$ cat src/rtl/ram_access_ctrl.sv
// Single-command sequencer in front of RAM_SINGLE_PORT: walks the RAM strobes
// through the pipeline phases the RAM is configured for and returns read data.
module ram_access_ctrl #(
  parameter int    MEM_WIDTH     = 16,
  parameter int    ADDR_SIZE     = 10,
  parameter string ADDR_PIPELINE = "FALSE",
  parameter string DOUT_PIPELINE = "TRUE",
  parameter int    PARITY_ENABLE = 1
) (
  input  logic                 clk,
  input  logic                 rst,
  input  logic                 cmd_valid,
  output logic                 cmd_ready,
  input  logic                 cmd_wr,
  input  logic [ADDR_SIZE-1:0] cmd_addr,
  input  logic [MEM_WIDTH-1:0] cmd_data,
  output logic                 ram_blk_select,
  output logic                 ram_addr_en,
  output logic                 ram_wr_en,
  output logic                 ram_rd_en,
  output logic                 ram_dout_en,
  output logic [ADDR_SIZE-1:0] ram_addr,
  output logic [MEM_WIDTH-1:0] ram_din,
  input  logic [MEM_WIDTH-1:0] ram_dout,
  input  logic                 ram_parity_out,
  output logic                 wr_done,
  output logic                 rsp_valid,
  input  logic                 rsp_ready,
  output logic [MEM_WIDTH-1:0] rsp_data,
  output logic                 rsp_parity_err
);
  localparam bit A_P = (ADDR_PIPELINE == "TRUE");
  localparam bit D_P = (DOUT_PIPELINE == "TRUE");

  typedef enum logic [2:0] {IDLE, ADDR, ACC, DOUT, CAP, RESP} state_t;
  state_t state, state_nxt;
  logic   wr_q;
  logic   accept;

  assign cmd_ready = (state == IDLE);
  assign accept    = cmd_valid && cmd_ready;

  always_ff @(posedge clk or posedge rst) begin
    if (rst) state <= IDLE;
    else     state <= state_nxt;
  end

  // Strobes are pure state decode so the RAM sees glitch-free Moore outputs.
  always_comb begin
    state_nxt      = state;
    ram_blk_select = 1'b0;
    ram_addr_en    = 1'b0;
    ram_wr_en      = 1'b0;
    ram_rd_en      = 1'b0;
    ram_dout_en    = 1'b0;
    case (state)
      IDLE: if (accept) state_nxt = A_P ? ADDR : ACC;
      ADDR: begin
        ram_blk_select = 1'b1;
        ram_addr_en    = 1'b1;
        state_nxt      = ACC;
      end
      ACC: begin
        ram_blk_select = 1'b1;
        ram_wr_en      = wr_q;
        ram_rd_en      = !wr_q;
        state_nxt      = wr_q ? IDLE : (D_P ? DOUT : CAP);
      end
      DOUT: begin
        ram_dout_en = 1'b1;
        state_nxt   = CAP;
      end
      CAP:  state_nxt = RESP;
      RESP: if (rsp_ready) state_nxt = IDLE;
      default: state_nxt = IDLE;
    endcase
  end

  always_ff @(posedge clk or posedge rst) begin
    if (rst) begin
      wr_q           <= 1'b0;
      ram_addr       <= '0;
      ram_din        <= '0;
      wr_done        <= 1'b0;
      rsp_valid      <= 1'b0;
      rsp_data       <= '0;
      rsp_parity_err <= 1'b0;
    end else begin
      if (accept) begin
        wr_q     <= cmd_wr;
        ram_addr <= cmd_addr;
        ram_din  <= cmd_data;
      end
      wr_done <= (state == ACC) && wr_q;
      if (state == CAP) begin
        rsp_data       <= ram_dout;
        rsp_parity_err <= (PARITY_ENABLE != 0) ? (ram_parity_out ^ (^ram_dout)) : 1'b0;
        rsp_valid      <= 1'b1;
      end else if (state == RESP && rsp_ready) begin
        rsp_valid <= 1'b0;
      end
    end
  end
endmodule

$ cat config.mk
export PLATFORM = sky130hd
export DESIGN_NAME = ram_access_ctrl
export DESIGN_NICKNAME = d
export VERILOG_FILES = /design/src/rtl/ram_access_ctrl.sv
export SDC_FILE = /design/constraint.sdc
export NUM_CORES = 1
export LEC_CHECK = 0
export ABC_AREA = 1
export CAP_MARGIN = 5
export CORE_UTILIZATION = 45
export DETAILED_ROUTE_END_ITERATION = 8
export PLACE_DENSITY = 0.85
export SETUP_SLACK_MARGIN = 0.05
export SLEW_MARGIN = 20
export SYNTH_ARGS = -nofsm -noshare
export SYNTH_HDL_FRONTEND = slang
export SYNTH_SLANG_ARGS = --single-unit
$ cat constraint.sdc
create_clock -name clk -period 2.6 [get_ports clk]
set_clock_uncertainty 0.05 [all_clocks]
set_input_delay 0.26 -clock clk [delete_from_list [all_inputs] [get_ports clk]]
set_output_delay 0.26 -clock clk [all_outputs]
set_load 0.005 [all_outputs]
# Yosys cells after proc, flatten, opt, wreduce, memory -nomap -nowiden
# Cells that the tools add are included.
dict set report word_totals {
  ram_bits 0
  latchBits 0
  rom_bits 0
  register_bits 49
  elab_cells 36
  memories 0
  input_bits 48
}
dict set report classes {
  reduce_logical 9
  muxes 11
  div_mod_pow 0
  multipliers 0
  bitwise_logic 1
  addsub 0
  eq_ne 7
  shift 0
  magnitude_cmp 0
}
# op n
set ops {}
lappend ops {{$pmux 3 s6} 1}
lappend ops {{$reduce_xor 16->1} 1}
lappend ops {{$mux 1} 7}
lappend ops {{$eq 3x2->1 const B} 2}
lappend ops {{$eq 3x3->1 const B} 2}
lappend ops {{$mux 3} 2}
lappend ops {{$eq 3x1->1 const B} 1}
lappend ops {{$logic_and 1x1->1} 3}
lappend ops {{$logic_not 3->1} 1}
lappend ops {{$mux 2} 1}
lappend ops {{$ne 2x1->1 const B} 1}
lappend ops {{$ne 2x2->1 const B} 1}
lappend ops {{$reduce_and 2->1} 1}
lappend ops {{$reduce_bool 2->1} 1}
lappend ops {{$reduce_or 2->1} 1}
lappend ops {{$logic_not 1->1} 1}
lappend ops {{$xor 1x1->1} 1}

# Longest topological paths before layout
dict set report depth {
  ltp_word 4
  depth_mapped 12
  depth_no_buf 12
}

# Worst setup path after synthesis
# Ideal clock, no wire load.
dict set report synth_timing {
  path_kind {reg-to-reg}
  start {reg state[1]}
  end {reg ram_addr[0]}
  path_buffers 1
  t_arrival_ns 1.212
  path_stages_with_launch 7
  setup_slack_ns 1.213
  synth_period_minus_slack_ns 1.387
  t_required_ns 2.425
  path_cell_list {dfrtp_1 > nor2_2 > inv_2 > nor2_8 > nand2_4 > buf_6 > mux2_4}
}
dict set report synth_between {
  elab_chain_cells 2
}
# item line
set synth_rtl {}
lappend synth_rtl {{start, declared} 36} ;# state_t state, state_nxt;
lappend synth_rtl {{start signal, assigned} 45} ;# else state <= state_nxt;
lappend synth_rtl {{$logic_not 3->1} 40} ;# assign cmd_ready = (state == IDLE);
lappend synth_rtl {{named net cmd_ready} 13} ;# output logic cmd_ready,
lappend synth_rtl {{$logic_and 1x1->1} 41} ;# assign accept = cmd_valid && cmd_ready;
lappend synth_rtl {{end signal, assigned} 91} ;# ram_addr <= cmd_addr;
lappend synth_rtl {{end, declared} 22} ;# output logic [ADDR_SIZE-1:0] ram_addr,
# The timed path passes the listed nets, and every way through them passes these cells.
# A chain may end at the register's enable or synchronous reset.

# Worst setup path after layout
dict set report layout_timing {
  start {reg state[2]}
  end {out ram_wr_en}
}
dict set report layout_between {
  elab_chain_cells 2
}
# item line
set layout_rtl {}
lappend layout_rtl {{$eq 3x2->1} 56} ;# case (state)
lappend layout_rtl {{$mux 1} 56}
lappend layout_rtl {{end, declared} 19} ;# output logic ram_wr_en,
# Every way passes these cells.

==> key figures <==
Layout
  – Final-stage net count: 370
  – Diodes inserted: 0
  – Area of the multi-input gates: 917 um^2
  – Sequential standard cell area: 1230 um^2
  – Final instance area: 3410 um^2
  – Commonest non-fill, non-tap cell in the layout: clkdlybuf4s50_1
  – Layout cell share with drive strength beyond 1: 12.7%
  – Syn-to-layout area delta: 51.0%
  – Final design utilization: 71.2%
  – Filler cells: 363
  – Most frequent cells in the layout: clkdlybuf4s50_1, nand2_1, dfrtp_1

Placed design
  – I/O Buffers: 98
  – Gpl congestion: 0.730
  – Placed cell area: 3310 um^2
  – Placed wire-length estimate: 3510 um
  – Placement Setup Slack: 889 ps

Detailed routing
  – Total number of vias: 1768
  – Routed Antenna Nets: 0
  – Routed wire per std cell: 12.1 um
  – Pre-antenna DRT Iters: 4
  – Vias per Instance: 4.53
  – DRC: 0
  – Final wirelength: 4710 um
  – First DRT Iteration DRCs: 53

Floorplanning
  – Die Area: 5300 um^2
  – Core ar.: 4790 um^2
  – Row count: 25
  – Starting Density: 47.1%
  – IO Pins: 99
  – Die H: 72.8 um
  – Die W: 72.8 um

Timing
  – Slew Viols, Final: 0
  – Fin. Hold Viols: 0
  – Post-layout worst setup margin: 603 ps
  – Slew HR: 69.2%
  – Tmin final: 2000 ps
  – Tcrit/Tclk final: 76.8%
  – Setup_tns: 0 ps
  – RSZ-0062 raised after global routing: false
  – # setup viols final: 0
  – Worst slew pin tran: 461 ps
  – Fmax: 0.501 GHz

Yosys
  – Synthesized instance count: 220
  – Synth cell types: 19
  – Synthesized area: 2260 um^2
  – Seq cells post-synth: 49
  – Area contributors post-synth: dfrtp_1, nand2_1, mux2_4, mux2_2, inv_1
  – YS warnings: 0
  – Mean area per synthesized cell: 10.3 um^2
  – Synth Net Count: 268
  – Post-synth top area share: 54.4%
  – Cell taking the most area after synthesis: dfrtp_1
  – Register area share after synthesis: 54.4%

Worst setup path
  – CP delay by family, top: buffers and inverters
  – Worst EP arrival: 1690 ps
  – Crit-path cells: inv_1 > nand2_1 > nor2_1 > inv_1 > nor2_1 > clkdlybuf4s50_1
  – CP max FO: 3
  – CP bufs+invs: 3
  – Req. time, crit path: 2290 ps
  – Critical Path Start Type: flip-flop
  – Crit path max-delay cell type: clkdlybuf4s50_1
  – Worst Setup End Kind: output pin
  – Slowest stage delay, CP: 520 ps
  – Crit Path Class: reg -> out

Clock network
  – Number of buffers created by CTS: 5
  – H-tree lvl count: 2
  – Resize count post-CTS: 0
  – Bufs on Longest Clock Path: 2
  – Clock sinks: 49
  – CTS tree: yes
  – CTS root buf: clkbuf_8
  – Hold-fix buffers, CTS: 0
  – Clock-pin transition on the worst setup and hold timing paths: 80 ps
  – Post CTS Setup Buffer Count: 0
  – Worst-skew pair later-pin latency: 300 ps

Global routing
  – Antenna violations before repair: 0
  – Global-route wire length before repair: 7470 um
  – Number of global-route vias before repair: 1702
  – Largest net degree at the start of global routing: 50
  – Tot GR Track Use: 18.4%
  – GRT overflow: 0

Outcome
  – Status: finished, final reports clean

Run
  – Max-Cap Viols: 0

Power
  – Worst vdd ir: 473 uV
  – PwrDens: 1080 nW/um^2
  – Leak pwr: 1.66 nW

Hold path
  – Hold WC Path Type: in -> async
-- final cells by class --
type                       count  area share (%)
inverter                      20            2.20
multi-input combinational    146            26.9
tap                           67            2.46
clock inverter                 2           0.404
clock buffer                   6            2.42
sequential                    49            36.0
timing repair buffer         100            29.6
-- power breakdown --
group | internal (mW) | switching [mW]
combinational | 1.21 | 0.637
clock | 0.216 | 0.246
sequential | 1.15 | 0.224
total | 2.57 | 1.11
-- sequential cells by signal, summed over array words and instances (netlist names) --
signal,count
rsp_valid,1
state,3
rsp_parity_err,1
ram_din,16
wr_done,1
wr_q,1
ram_addr,10
rsp_data,16
-- logic make-up (layout without fill, tap and decap cells) --
group	count (synthesis)	after routing	synth area share (%)
compound gates	11	11	2.66
mux	26	26	16.0
buf+inv	25	128	4.99
simple gates	99	99	18.1
xor+xnor	10	10	3.88
flops	49	49	54.4
-- stage by stage --
stage	power, mW	hold slack, ps	cells
final	3.68	264	390
after global routing	3.94	294	390
after global placement	3.19	414	382
after detailed placement	3.24	418	382
after floorplan	2.24	320	220
after CTS	3.72	279	390
-- metal layers --
metal / wire (um) / track usage (%)
met1: 2060 / 21.9
met2: 2310 / 32.5
met3: 292 / 4.42
met4: 52 / 6.54
met5: 0 / 0
-- cell usage after synthesis --
library cell / n
mux2_4: 18
nor2_2: 1
nor2_8: 1
nand2_1: 79
xor2_1: 5
inv_1: 19
buf_2: 3
a21oi_1: 2
mux2_2: 8
o31ai_1: 2
nand3b_1: 1
xnor2_1: 5
nand3_1: 6
o21ai_0: 7
nand2_4: 1
nor2_1: 10
inv_2: 1
dfrtp_1: 49
buf_6: 2
-- final timing paths --
check                          start              to  slack (ps)  cells after the start
min reg2reg                rsp_valid       rsp_valid         430                      2
max                         state[2]       ram_wr_en         600                      6
max reg2reg                 state[0]  rsp_parity_err        1000                      5
max in group asynchronous        rst        state[2]        2000                      3
min                              rst      ram_din[2]         260                      3
min in group clk           rsp_valid       rsp_valid         430                      2
-- tightest hold or removal path, delay by kind of cell --
kind	cells	cell delay (ps)
buffers and inverters	3	730
(Power assumes the default switching activity.)
